`src/rtl/synapse_fanout_fetch.sv`:
```
// Fetches FANOUT consecutive synapse weights for every spike address popped from the FIFO,
// with a credit-limited MEM_LAT-deep read pipeline and a valid/ready output. SYN_SKIP_ZERO_EN drops zero weights.
module synapse_fanout_fetch #(
    parameter int DATA_WIDTH = 8,
    parameter int ADDR_WIDTH = 14,
    parameter int PRE_WIDTH  = 14,
    parameter int FANOUT     = 4,
    parameter int POST_WIDTH = 8,
    parameter int MEM_LAT    = 1,
    parameter int CNT_WIDTH  = 16
) (
    input  logic                  clk,
    input  logic                  rst_n,
    input  logic                  i_start_fetch,
    input  logic [PRE_WIDTH-1:0]  i_spike_addr_fifo_data,
    input  logic                  i_spike_addr_fifo_valid,
    output logic                  o_spike_addr_fifo_rden,
    output logic [ADDR_WIDTH-1:0] o_syn_mem_addr,
    output logic                  o_syn_mem_rden,
    input  logic [DATA_WIDTH-1:0] i_syn_mem_rdata,
    output logic                  o_weight_valid,
    input  logic                  i_weight_ready,
    output logic [DATA_WIDTH-1:0] o_weight_data,
    output logic [PRE_WIDTH-1:0]  o_weight_pre_addr,
    output logic [POST_WIDTH-1:0] o_weight_post_idx,
    output logic [CNT_WIDTH-1:0]  o_weight_count,
    output logic                  o_busy,
    output logic                  o_fetch_done
);

    localparam int OB_DEPTH = MEM_LAT + 2;
    localparam int PTR_W    = $clog2(OB_DEPTH);
    localparam int OCC_W    = $clog2(OB_DEPTH + 1);
    localparam int FLT_W    = $clog2(MEM_LAT + 1);

    typedef enum logic [2:0] {S_IDLE, S_LOAD, S_ISSUE, S_DRAIN, S_DONE} state_t;

    typedef struct packed {
        logic [PRE_WIDTH-1:0]  pre;
        logic [POST_WIDTH-1:0] post;
    } tag_t;

    state_t                 state_q, state_d;
    logic [PRE_WIDTH-1:0]   cur_pre_q, cur_pre_d;
    logic [POST_WIDTH-1:0]  j_q, j_d;
    logic [ADDR_WIDTH-1:0]  addr_q, addr_d;
    logic [MEM_LAT-1:0]     pipe_vld_q, pipe_vld_d;
    tag_t                   pipe_tag_q [MEM_LAT];
    tag_t                   pipe_tag_d [MEM_LAT];
    logic [FLT_W-1:0]       in_flight_q, in_flight_d;
    logic [PTR_W-1:0]       wr_ptr_q, wr_ptr_d, rd_ptr_q, rd_ptr_d;
    logic [OCC_W-1:0]       ob_cnt_q, ob_cnt_d;
    logic [CNT_WIDTH-1:0]   count_q, count_d;
    logic [DATA_WIDTH-1:0]  ob_data_q [OB_DEPTH];
    tag_t                   ob_tag_q  [OB_DEPTH];

    logic                   credit, issue, ret, ob_wr, ob_valid, xfer, fifo_rden;
    logic [ADDR_WIDTH-1:0]  pre_ext, fan_ext;
    tag_t                   ret_tag;

    function automatic logic [PTR_W-1:0] ptr_inc(input logic [PTR_W-1:0] p);
        return (p == PTR_W'(OB_DEPTH - 1)) ? '0 : p + 1'b1;
    endfunction

    // Reserving a buffer slot at issue time means backpressure can never overflow the buffer.
    assign credit   = (int'(in_flight_q) + int'(ob_cnt_q)) < OB_DEPTH;
    assign issue    = (state_q == S_ISSUE) && credit;
    assign ret      = pipe_vld_q[MEM_LAT-1];
    assign ret_tag  = pipe_tag_q[MEM_LAT-1];
    assign ob_valid = (ob_cnt_q != '0);
    assign xfer     = ob_valid && i_weight_ready;

`ifdef SYN_SKIP_ZERO_EN
    assign ob_wr = ret && (i_syn_mem_rdata != '0);
`else
    assign ob_wr = ret;
`endif

    assign pre_ext = ADDR_WIDTH'(i_spike_addr_fifo_data);
    assign fan_ext = ADDR_WIDTH'(FANOUT);

    always_comb begin
        // NOTE: every always_comb target gets a default first so no path can infer a latch.
        state_d     = state_q;
        cur_pre_d   = cur_pre_q;
        j_d         = j_q;
        addr_d      = addr_q;
        count_d     = count_q;
        fifo_rden   = 1'b0;
        pipe_vld_d  = '0;
        wr_ptr_d    = ob_wr ? ptr_inc(wr_ptr_q) : wr_ptr_q;
        rd_ptr_d    = xfer  ? ptr_inc(rd_ptr_q) : rd_ptr_q;
        ob_cnt_d    = ob_cnt_q + OCC_W'(ob_wr) - OCC_W'(xfer);
        in_flight_d = in_flight_q + FLT_W'(issue) - FLT_W'(ret);

        pipe_vld_d[0]      = issue;
        pipe_tag_d[0].pre  = cur_pre_q;
        pipe_tag_d[0].post = j_q;
        for (int i = 1; i < MEM_LAT; i++) begin
            pipe_vld_d[i] = pipe_vld_q[i-1];
            pipe_tag_d[i] = pipe_tag_q[i-1];
        end

        if (xfer) count_d = count_q + 1'b1;

        case (state_q)
            S_IDLE: begin
                if (i_start_fetch) begin
                    count_d = '0;
                    state_d = S_LOAD;
                end
            end
            S_LOAD: begin
                if (i_spike_addr_fifo_valid) begin
                    fifo_rden = 1'b1;
                    cur_pre_d = i_spike_addr_fifo_data;
                    j_d       = '0;
                    addr_d    = ADDR_WIDTH'(pre_ext * fan_ext);
                    state_d   = S_ISSUE;
                end else begin
                    state_d = S_DRAIN;
                end
            end
            S_ISSUE: begin
                if (issue) begin
                    j_d    = j_q + 1'b1;
                    addr_d = addr_q + 1'b1;
                    if (j_q == POST_WIDTH'(FANOUT - 1)) state_d = S_LOAD;
                end
            end
            S_DRAIN: begin
                if (in_flight_q == '0 && ob_cnt_q == '0) state_d = S_DONE;
            end
            S_DONE:  state_d = S_IDLE;
            default: state_d = S_IDLE;
        endcase
    end

    always_ff @(posedge clk) begin
        if (!rst_n) begin
            state_q     <= S_IDLE;
            cur_pre_q   <= '0;
            j_q         <= '0;
            addr_q      <= '0;
            pipe_vld_q  <= '0;
            in_flight_q <= '0;
            wr_ptr_q    <= '0;
            rd_ptr_q    <= '0;
            ob_cnt_q    <= '0;
            count_q     <= '0;
            for (int i = 0; i < MEM_LAT; i++) pipe_tag_q[i] <= '0;
        end else begin
            state_q     <= state_d;
            cur_pre_q   <= cur_pre_d;
            j_q         <= j_d;
            addr_q      <= addr_d;
            pipe_vld_q  <= pipe_vld_d;
            in_flight_q <= in_flight_d;
            wr_ptr_q    <= wr_ptr_d;
            rd_ptr_q    <= rd_ptr_d;
            ob_cnt_q    <= ob_cnt_d;
            count_q     <= count_d;
            for (int i = 0; i < MEM_LAT; i++) pipe_tag_q[i] <= pipe_tag_d[i];
        end
    end

    // NOTE: buffer storage is not reset; the reset pointers and occupancy make stale entries unreachable.
    always_ff @(posedge clk) begin
        if (ob_wr) begin
            ob_data_q[wr_ptr_q] <= i_syn_mem_rdata;
            ob_tag_q[wr_ptr_q]  <= ret_tag;
        end
    end

    assign o_spike_addr_fifo_rden = fifo_rden;
    assign o_syn_mem_rden         = issue;
    assign o_syn_mem_addr         = issue ? addr_q : '0;
    assign o_weight_valid         = ob_valid;
    assign o_weight_data          = ob_valid ? ob_data_q[rd_ptr_q] : '0;
    assign o_weight_pre_addr      = ob_valid ? ob_tag_q[rd_ptr_q].pre : '0;
    assign o_weight_post_idx      = ob_valid ? ob_tag_q[rd_ptr_q].post : '0;
    assign o_weight_count         = count_q;
    assign o_busy                 = (state_q != S_IDLE);
    assign o_fetch_done           = (state_q == S_DONE);

endmodule

```
`config.mk`:
```
export PLATFORM = sky130hd
export DESIGN_NAME = synapse_fanout_fetch
export DESIGN_NICKNAME = d
export VERILOG_FILES = /design/src/rtl/synapse_fanout_fetch.sv
export SDC_FILE = /design/constraint.sdc
export NUM_CORES = 1
export LEC_CHECK = 0
export CORE_MARGIN = 1
export CORE_UTILIZATION = 50
export CTS_BUF_LIST = sky130_fd_sc_hd__clkbuf_8 sky130_fd_sc_hd__clkbuf_16
export DETAILED_ROUTE_END_ITERATION = 16
export PLACE_DENSITY = 0.79
export SYNTH_ARGS = -nofsm -noshare
export SYNTH_HDL_FRONTEND = slang
export SYNTH_SLANG_ARGS = --single-unit
```
`constraint.sdc`:
```
create_clock -name clk -period 4.2 [get_ports clk]
set_input_delay 0.84 -clock clk [delete_from_list [all_inputs] [get_ports clk]]
set_output_delay 0.84 -clock clk [all_outputs]
set_load 0.02 [all_outputs]
```
# Word level (Yosys, flattened, before mapping)
# Memories as Yosys holds them, arrays and structs flattened. A register that Yosys moved wholly into a read port is not among the register bits.
# Cells that the tools add are included.
dict set report word_totals {
  reg_bits 63
  latch_bits 0
  ramBits 112
  rom_bits 0
  in_bits 27
  memories 3
}
dict set report op_classes {
  add_sub_neg 10
  multipliers 0
  div 0
  order_cmp 1
  eq_ne 12
  n_shift 0
  mux 33
  bitwise_logic 1
  n_reduce_logical 12
}
# memory words width rd rd_ports_with_merged_regs wr line_no
set mem_list {}
lappend mem_list {ob_tag_q 3 22 1 1 1 55} ;# tag_t ob_tag_q [OB_DEPTH];
lappend mem_list {ob_data_q 3 8 1 1 1 54} ;# logic [DATA_WIDTH-1:0] ob_data_q [OB_DEPTH];
lappend mem_list {pipe_tag_q 1 22 1 0 1 48} ;# tag_t pipe_tag_q [MEM_LAT];
# operator n
set op_table {}
lappend op_table {{2-to-1 mux 14 bit} 4}
lappend op_table {{2-to-1 mux 16 bit} 3}
lappend op_table {{2-to-1 mux 8 bit} 4}
lappend op_table {{case mux 14 bit (2 select lines)} 1}
lappend op_table {{2-to-1 mux 22 bit} 1}
lappend op_table {{OR reduction 22 bit} 1}
lappend op_table {{adder 16 x 1 -> 16 bit (second input constant)} 1}
lappend op_table {{case mux 8 bit (2 select lines)} 1}
lappend op_table {{adder 14 x 1 -> 14 bit (second input constant)} 1}
lappend op_table {{2-to-1 mux 2 bit} 6}
lappend op_table {{2-to-1 mux 3 bit} 4}
lappend op_table {{case mux 3 bit (4 select lines)} 1}
lappend op_table {{adder 8 x 1 -> 8 bit (second input constant)} 1}
lappend op_table {{== test 8 x 2 -> 1 bit (second input constant)} 1}
lappend op_table {{2-to-1 mux 1 bit} 8}
lappend op_table {{!= test 2 bit (second input constant)} 4}
lappend op_table {{== test 3 x 2 -> 1 bit (second input constant)} 2}
lappend op_table {{adder 2 x 1 -> 2 bit (second input constant)} 2}
lappend op_table {{== test 2 bit (second input constant)} 2}
lappend op_table {{AND reduction 4 bit} 1}
lappend op_table {{nonzero test 2 bit} 2}
lappend op_table {{adder 1 x 2 -> 3 bit} 1}
lappend op_table {{== test 3 x 1 -> 1 bit (second input constant)} 1}
lappend op_table {{== test 3 bit (second input constant)} 1}
lappend op_table {{other kinds (13)} 15}

# Longest topological paths before layout
dict set report depth {
  depth_word 5
  ltp_mapped 8
  mapped_depth_nobuf 8
}

# Least setup slack after synthesis
# No wires, ideal clock.
dict set report synth_path {
  path_kind {flip-flop to flip-flop}
  from {register pipe_vld_q (netlist: ob_wr)}
  to {memory ob_data_q[1][0] (enable)}
  setup_time_ps 463
  arrival_time_ps 2735
  required_time_ps 3737
  slack_ps 1002
  path_stages_with_launch 3
  path_buffers 0
  period_less_slack_ps 3198
  cell_sequence {dfxtp_1 inv_1 nor3b_1}
}
dict set report synth_via {
  elab_chain_len 2
}
# item line_no
set synth_lines {}
lappend synth_lines {{start, declared} 47} ;# logic [MEM_LAT-1:0] pipe_vld_q, pipe_vld_d;
lappend synth_lines {{start signal, assigned} 157} ;# pipe_vld_q <= pipe_vld_d;
lappend synth_lines {{2-to-1 mux 1 bit} 169} ;# if (ob_wr) begin
lappend synth_lines {{2-to-1 mux 1 bit (implied by the code)} 170} ;# ob_data_q[wr_ptr_q] <= i_syn_mem_rdata;
lappend synth_lines {{end, declared} 54}
# Every way passes these cells.

# Worst setup path after layout
dict set report layout_path {
  from {register state_q[1]}
  to {output port o_syn_mem_addr[11]}
}
dict set report layout_via {
  elab_chain_len 3
}
# item line_no
set layout_lines {}
lappend layout_lines {{start, declared} 43} ;# state_t state_q, state_d;
lappend layout_lines {{start signal, assigned} 153} ;# state_q <= state_d;
lappend layout_lines {{== test 3 x 2 -> 1 bit} 67} ;# assign issue = (state_q == S_ISSUE) && credit;
lappend layout_lines {{logical AND 1 bit} 67}
lappend layout_lines {{2-to-1 mux 14 bit} 177} ;# assign o_syn_mem_addr = issue ? addr_q : '0;
lappend layout_lines {{end, declared} 18} ;# output logic [ADDR_WIDTH-1:0] o_syn_mem_addr,
# Every way passes these cells.

==> flow_summary_export.csv <==
group,metric,value,unit
sta,skew,0.00759,ns
sta,tns,0,ns
flow_run,max-cap-violations,0,
worst_setup_path,slowest_stage,"nor3b_2",
sta,slew_violations,0,
pwr,p_leak,3.12,nW
sta,setup_violations,0,
logic_synthesis,synthTopCellsByCount,"edfxtp_1, nor2_1, dfxtp_1",
pwr,cellPowerDensity,525,nW/µm²
layout,regArea,4450,µm²
logic_synthesis,synth_top_area_share,37.9,%
detailed_routing,drt_iter0_markers,400,
worst_setup_path,critical_path_arrival,2.70,ns
clocking,cts-root-buf,"clkbuf_16",
floorplanning,core_area,13900,µm²
worst_setup_path,reg2reg_depth,4,
clocking,clock_sinks,177,
floorplanning,fp.dieH,121,µm
logic_synthesis,synthCells,659,
floorplanning,row_count,43,
global_routing,grt_pass1_wl,24500,µm
pwr,intPower,0.00320,W
global_routing,overflow,0,
logic_synthesis,syn_area,7130,µm²
placement,gp_congestion,0.921,
worst_setup_path,worstSetupEndpointType,"primary output",
logic_synthesis,avgSynthCellArea,10.8,µm²
detailed_routing,top_layer,"met4",
layout,syn2layout_area_growth,23.2,%
layout,diodes,0,
min_path,min_from,"pipe_tag_q[0][7]",
pwr,swShare,30.6,%
clocking,cts_max_level,4,
floorplanning,start_util,51.4,%
detailed_routing,wl_per_cell,15.8,µm
pwr,vdd_drop_max,261,µV
floorplanning,die-area,14700,µm²
pwr,clkPwrFrac,30.9,%
detailed_routing,final_antenna_net_count,0,
floorplanning,die_w,121,µm
worst_setup_path,cp-startpoint,"state_q[1]",
logic_synthesis,yosys.area.top_type,"edfxtp_1",
sta,holdWs,0.451,ns
sta,worst_pin_slew,1.11,ns
logic_synthesis,synth-edff-count,90,
pwr,combPwrFrac,25.1,%
placement,hpwlAfterDp,9910,µm
min_path,whs_path_depth,0,
detailed_routing,vias_per_cell,5.50,
pwr,switching_power,0.00141,W
layout,multi_input_area,2490,µm²
logic_synthesis,ys_ff_latch,177,
detailed_routing,detail_route.wirelength,14800,µm
layout,final_nets,779,
logic_synthesis,yosysMostFrequentCell,"edfxtp_1",
sta,fmax,283,MHz
sta,post-route-period-util,84.2,%
layout,n_fill_cell,1065,
detailed_routing,dr_wl_met2,7120,µm
sta,fin_crit,3.54,ns
logic_synthesis,yosys_warnings,0,
logic_synthesis,async_flop_share,0,%
logic_synthesis,seq_area_frac_synth,62.3,%
detailed_routing,wl_met1,6530,µm
placement,post-place-ws,1.06,ns
clocking,cts.clk_slew.worst_paths,0.06,ns
min_path,holdCritPathClass,"reg -> reg",
clocking,cts_hold_buf,0,
global_routing,grt_util_all_layers,21.7,%
clocking,cts_inserted_buffers,17,
detailed_routing,routed-wl-met3,1000,µm
worst_setup_path,critical_path_peak_fanout,17,
detailed_routing,drc,0,
logic_synthesis,synthFlopType,"edfxtp_1",
worst_setup_path,critical_path_class,"reg -> out",
sta,finalHoldViolCount,0,
worst_setup_path,critical_path.startpoint_type,"flop",
layout,fin_util,63.3,%
worst_setup_path,crit_required,3.36,ns
sta,slew-limit-headroom,25.6,%
placement,place_inst,906,
outcome,status,"finished clean",
worst_setup_path,cp_cell_sequence,"nor3b_2 -> nand2_1 -> nor2_1 -> clkdlybuf4s50_1",
logic_synthesis,synth_nets,693,
sta,rsz0062_at_grt,"false",
sta,finalWorstSetupSlack,0.665,ns
worst_setup_path,reg2reg_from,"state_q[1]",
placement,port_buffers,91,
clocking,cts_buffer_depth,2,
worst_setup_path,critPathMaxStageDelay,0.68,ns
clocking,post_cts.repair.setup_buffers,0,
global_routing,first_global_vias,5009,
logic_synthesis,synth_area_leaders,"edfxtp_1, dfxtp_1, a21oi_1",
logic_synthesis,synth.distinct_cells,50,
floorplanning,io_pins,92,
global_routing,grt_max_degree,34,
clocking,clkLatencyLatePin,0.42,ns
detailed_routing,vias,5162,
layout,fin_cells,938,
layout,drive_gt1_share,7.12,%
clocking,cts_resized,0,
global_routing,antenna_found_initial,0,
pwr,pwr-share-seq,44.1,%
clocking,cts_tree,"done",
detailed_routing,dr.pass1.iters,4,
worst max-delay path, delay by kind of cell, from the launching register on:
family	cells	cell delay [ns]
AND/OR/NAND/NOR	3	1.24
buffers and inverters	1	0.63
flip-flops	1	0.41
worst paths after layout:
| kind | end | slack, ns |
|---|---|---|
| max | o_syn_mem_addr[11] | 0.66 |
| min reg2reg | ob_tag_q[2][7] | 0.45 |
| min | ob_tag_q[2][7] | 0.45 |
| max reg2reg | addr_q[10] | 1.77 |
metal layers:
layer,track usage [%],vias up
met5,0,-
met4,7.41,0
met3,5.17,18
met2,35.0,192
met1,28.5,2426
li1,-,2526
power groups by stage:
stage,Clock (W),Combinational (W),Sequential (W)
floorplan,0,0.000743,0.00200
global placement,0,0.00111,0.00206
detailed placement,0,0.00115,0.00207
CTS,0.00145,0.00116,0.00203
global route,0.00154,0.00126,0.00205
finish,0.00142,0.00115,0.00203
flip-flops by register name, indices dropped and copies added (netlist names), named ones only:
signal and cells:
rd_ptr_q 2, wr_ptr_q 2, ob_cnt_q 2, j_q 8, in_flight_q 1, ob_data_q 24
state_q 3, pipe_tag_q 22, o_weight_count 16, ob_tag_q 66, addr_q 14, cur_pre_q 14
ob_wr 1
cell type report:
class                           instances  area share [%]
Timing Repair Buffer                  105            11.6
Multi-Input combinational cell        429            28.4
Inverter                               15           0.641
Clock inverter                         13            1.03
Tap cell                              180            2.56
Sequential cell                       177            50.6
Clock buffer                           19            5.16
stage by stage:
stage | power (W) | instance area, µm²
global route | 0.00485 | 8780
finish | 0.00461 | 8780
global placement | 0.00317 | 8240
CTS | 0.00464 | 8780
floorplan | 0.00274 | 7130
detailed placement | 0.00322 | 8240
cell usage in the layout (no fill, tap or decap), drive strengths merged, types with 3 or more instances in the layout:
master         netlist  routed
dfxtp               87      87
xnor2                7       7
o21ai               23      23
nand4                8       8
and4                 6       6
clkbuf              30      19
nand2               55      55
o21a                 3       3
nor3b                3       3
a21o                 3       3
a21oi               72      72
xor2                 6       6
inv                 15      20
mux2i               31      31
nand3                9       9
buf                  8      14
nor3                15      15
clkdlybuf4s50        0      91
or4                  4       4
clkinv               0       6
edfxtp              90      90
o22ai                3       3
ha                   7       7
and3                16      16
nor2                88      88
or3                  8       8
a31oi                5       5
a21boi               4       4
and2                30      30
o31a                 3       3
kinds of logic (layout without fill, tap and decap cells):
| group | Yosys count | count (layout) | synth area share (%) |
|---|---|---|---|
| buffers and inverters | 53 | 152 | 2.90 |
| flip-flops | 177 | 177 | 62.3 |
| XOR/XNOR | 13 | 13 | 1.60 |
| AND/OR/NAND/NOR | 250 | 250 | 17.2 |
| adder cells (fa/ha/maj) | 7 | 7 | 1.23 |
| AO/OA/AOI/OAI | 128 | 128 | 10.4 |
| multiplexers | 31 | 31 | 4.35 |
(Power assumes the default switching activity.)
==> RTL edit, RTL diff (same flow settings) <==
The 5 states of `state_t` get a one-hot encoding in 5 bits.
--- a/src/rtl/synapse_fanout_fetch.sv
+++ b/src/rtl/synapse_fanout_fetch.sv
@@ -35,3 +35,3 @@
 
-    typedef enum logic [2:0] {S_IDLE, S_LOAD, S_ISSUE, S_DRAIN, S_DONE} state_t;
+    typedef enum logic [4:0] {S_IDLE = 5'b00001, S_LOAD = 5'b00010, S_ISSUE = 5'b00100, S_DRAIN = 5'b01000, S_DONE = 5'b10000} state_t;
 
Behaviour: same outputs for any inputs over 4 cycles, from zero or initial values and one cycle with rst_n low; so few cycles prove little.
==> RTL edit against the unedited design <==
- combinational power decreased by 21%
- routed wire length increased by 1.0%
- sequential cell count increased by 2
- worst setup slack got worse by 0.24 ns
- total power decreased by 5.4%
- hold slack improved by 0.0026 ns
- synthesized area increased by 0.53%
- cell area increased by 0.13%
- sequential share of layout area increased by 0.39 points
- clock power increased by 4%
- synthesized cell count increased by 0.30%
==> RTL edit: results (changes against the unedited design) <==
post-synth cell types -> 52 (+4.0%)
initial drt markers -> 306 (-24%)
post-synth net total -> 695 (+0.29%)
Switching Fraction -> 0.289 (-0.0166)
final non-filler cell total -> 939 (+0.11%)
Critical-path top delay cell -> clkdlybuf4s50_1
top flop regs -> ob_tag_q: 66 flops, ob_data_q: 24 flops, pipe_tag_q: 22 flops
post-synthesis sequential area ratio -> 0.626 (+0.00232)
Post-Synthesis Cells -> 661 (+0.30%)
status -> completed
met1 layer usage reported by global route -> 0.273 (-0.0120)
routability cong. -> 0.857 (-7.0%)
Pleak -> 3.11 nW (-0.14%)
Hold Crit Start -> pipe_tag_q[0][20]
vias in the first global route -> 4855 (-3.1%)
first-pass GRT wire length -> 24000 um (-2.1%)
Final #Nets -> 780 (+0.13%)
Slew headroom -> 0.240 (-0.0167)
crit path from -> ob_cnt_q[0]
DRT Pass-1 Iters -> 5 (+1)
Fin Clk Skew -> 0.00916 ns (+0.00157 ns)
met3 usage in global routing -> 0.0431 (-0.00862)
routed len/inst -> 16.0 um (+0.91%)
Peak VDD IR -> 0.000327 V (+25%)
crit-path max FO -> 15 (-2)
pre-CTS setup slack -> 0.842 ns (-0.215 ns)
Slowest Stage Delay on Critical Path -> 0.60 ns (-0.08 ns)
gr usage total -> 0.211 (-0.00619)
Top delay family on crit path -> buffers and inverters
vias -> 5126 (-0.70%)
[RTL edit: logic make-up (layout without fill, tap and decap cells)]
group / after synthesis / after routing / synth area share
buffers and inverters: 45 / 143 / 0.0265
XOR/XNOR: 24 / 24 / 0.0293
AO/OA/AOI/OAI: 109 / 109 / 0.0892
multiplexers: 31 / 31 / 0.0433
adder cells (fa/ha/maj): 7 / 7 / 0.0122
AND/OR/NAND/NOR: 266 / 266 / 0.174
flip-flops: 179 / 179 / 0.626
[RTL edit: final cells by class]
type | instances | area [um2]
multi-input cells | 437 | 2510
repair buffers | 99 | 971
flip-flops and latches | 179 | 4490
clock buffers | 17 | 425
fillers | 1047 | 5140
clock inverters | 15 | 131
well taps | 180 | 225
inverters | 12 | 45.0
[RTL edit: final timing paths]
kind / to / slack, ns / depth (start not counted)
setup / recovery: o_syn_mem_addr[7] / 0.42 / 7
hold / removal: ob_tag_q[2][20] / 0.45 / 0
setup reg to reg: j_q[6] / 1.41 / 9
hold reg to reg: ob_tag_q[2][20] / 0.45 / 0
[RTL edit: layer usage]
| metal | routed length [um] | vias up | share of wire |
|---|---|---|---|
| met2 | 7470 | 172 | 0.50 |
| met3 | 753 | 17 | 0.050 |
| met5 | 0 | - | 0 |
| met4 | 174 | 0 | 0.012 |
| met1 | 6590 | 2467 | 0.44 |
| li1 | - | 2470 | - |
[RTL edit: metrics by stage]
step | utilization | instance area [um2]
floorplan | - | 7170
global placement | 0.591 | 8240
detailed placement | 0.591 | 8240
CTS | 0.631 | 8790
global route | 0.631 | 8790
finish | 0.631 | 8790
[RTL edit: power groups by stage]
stage	Clock, mW	Sequential (mW)	Combinational, mW
after floorplan	0	1.93	0.595
after global placement	0	2.01	0.892
after detailed placement	0	2.01	0.910
after CTS	1.50	1.97	0.915
after global routing	1.56	1.98	0.981
final	1.48	1.97	0.908
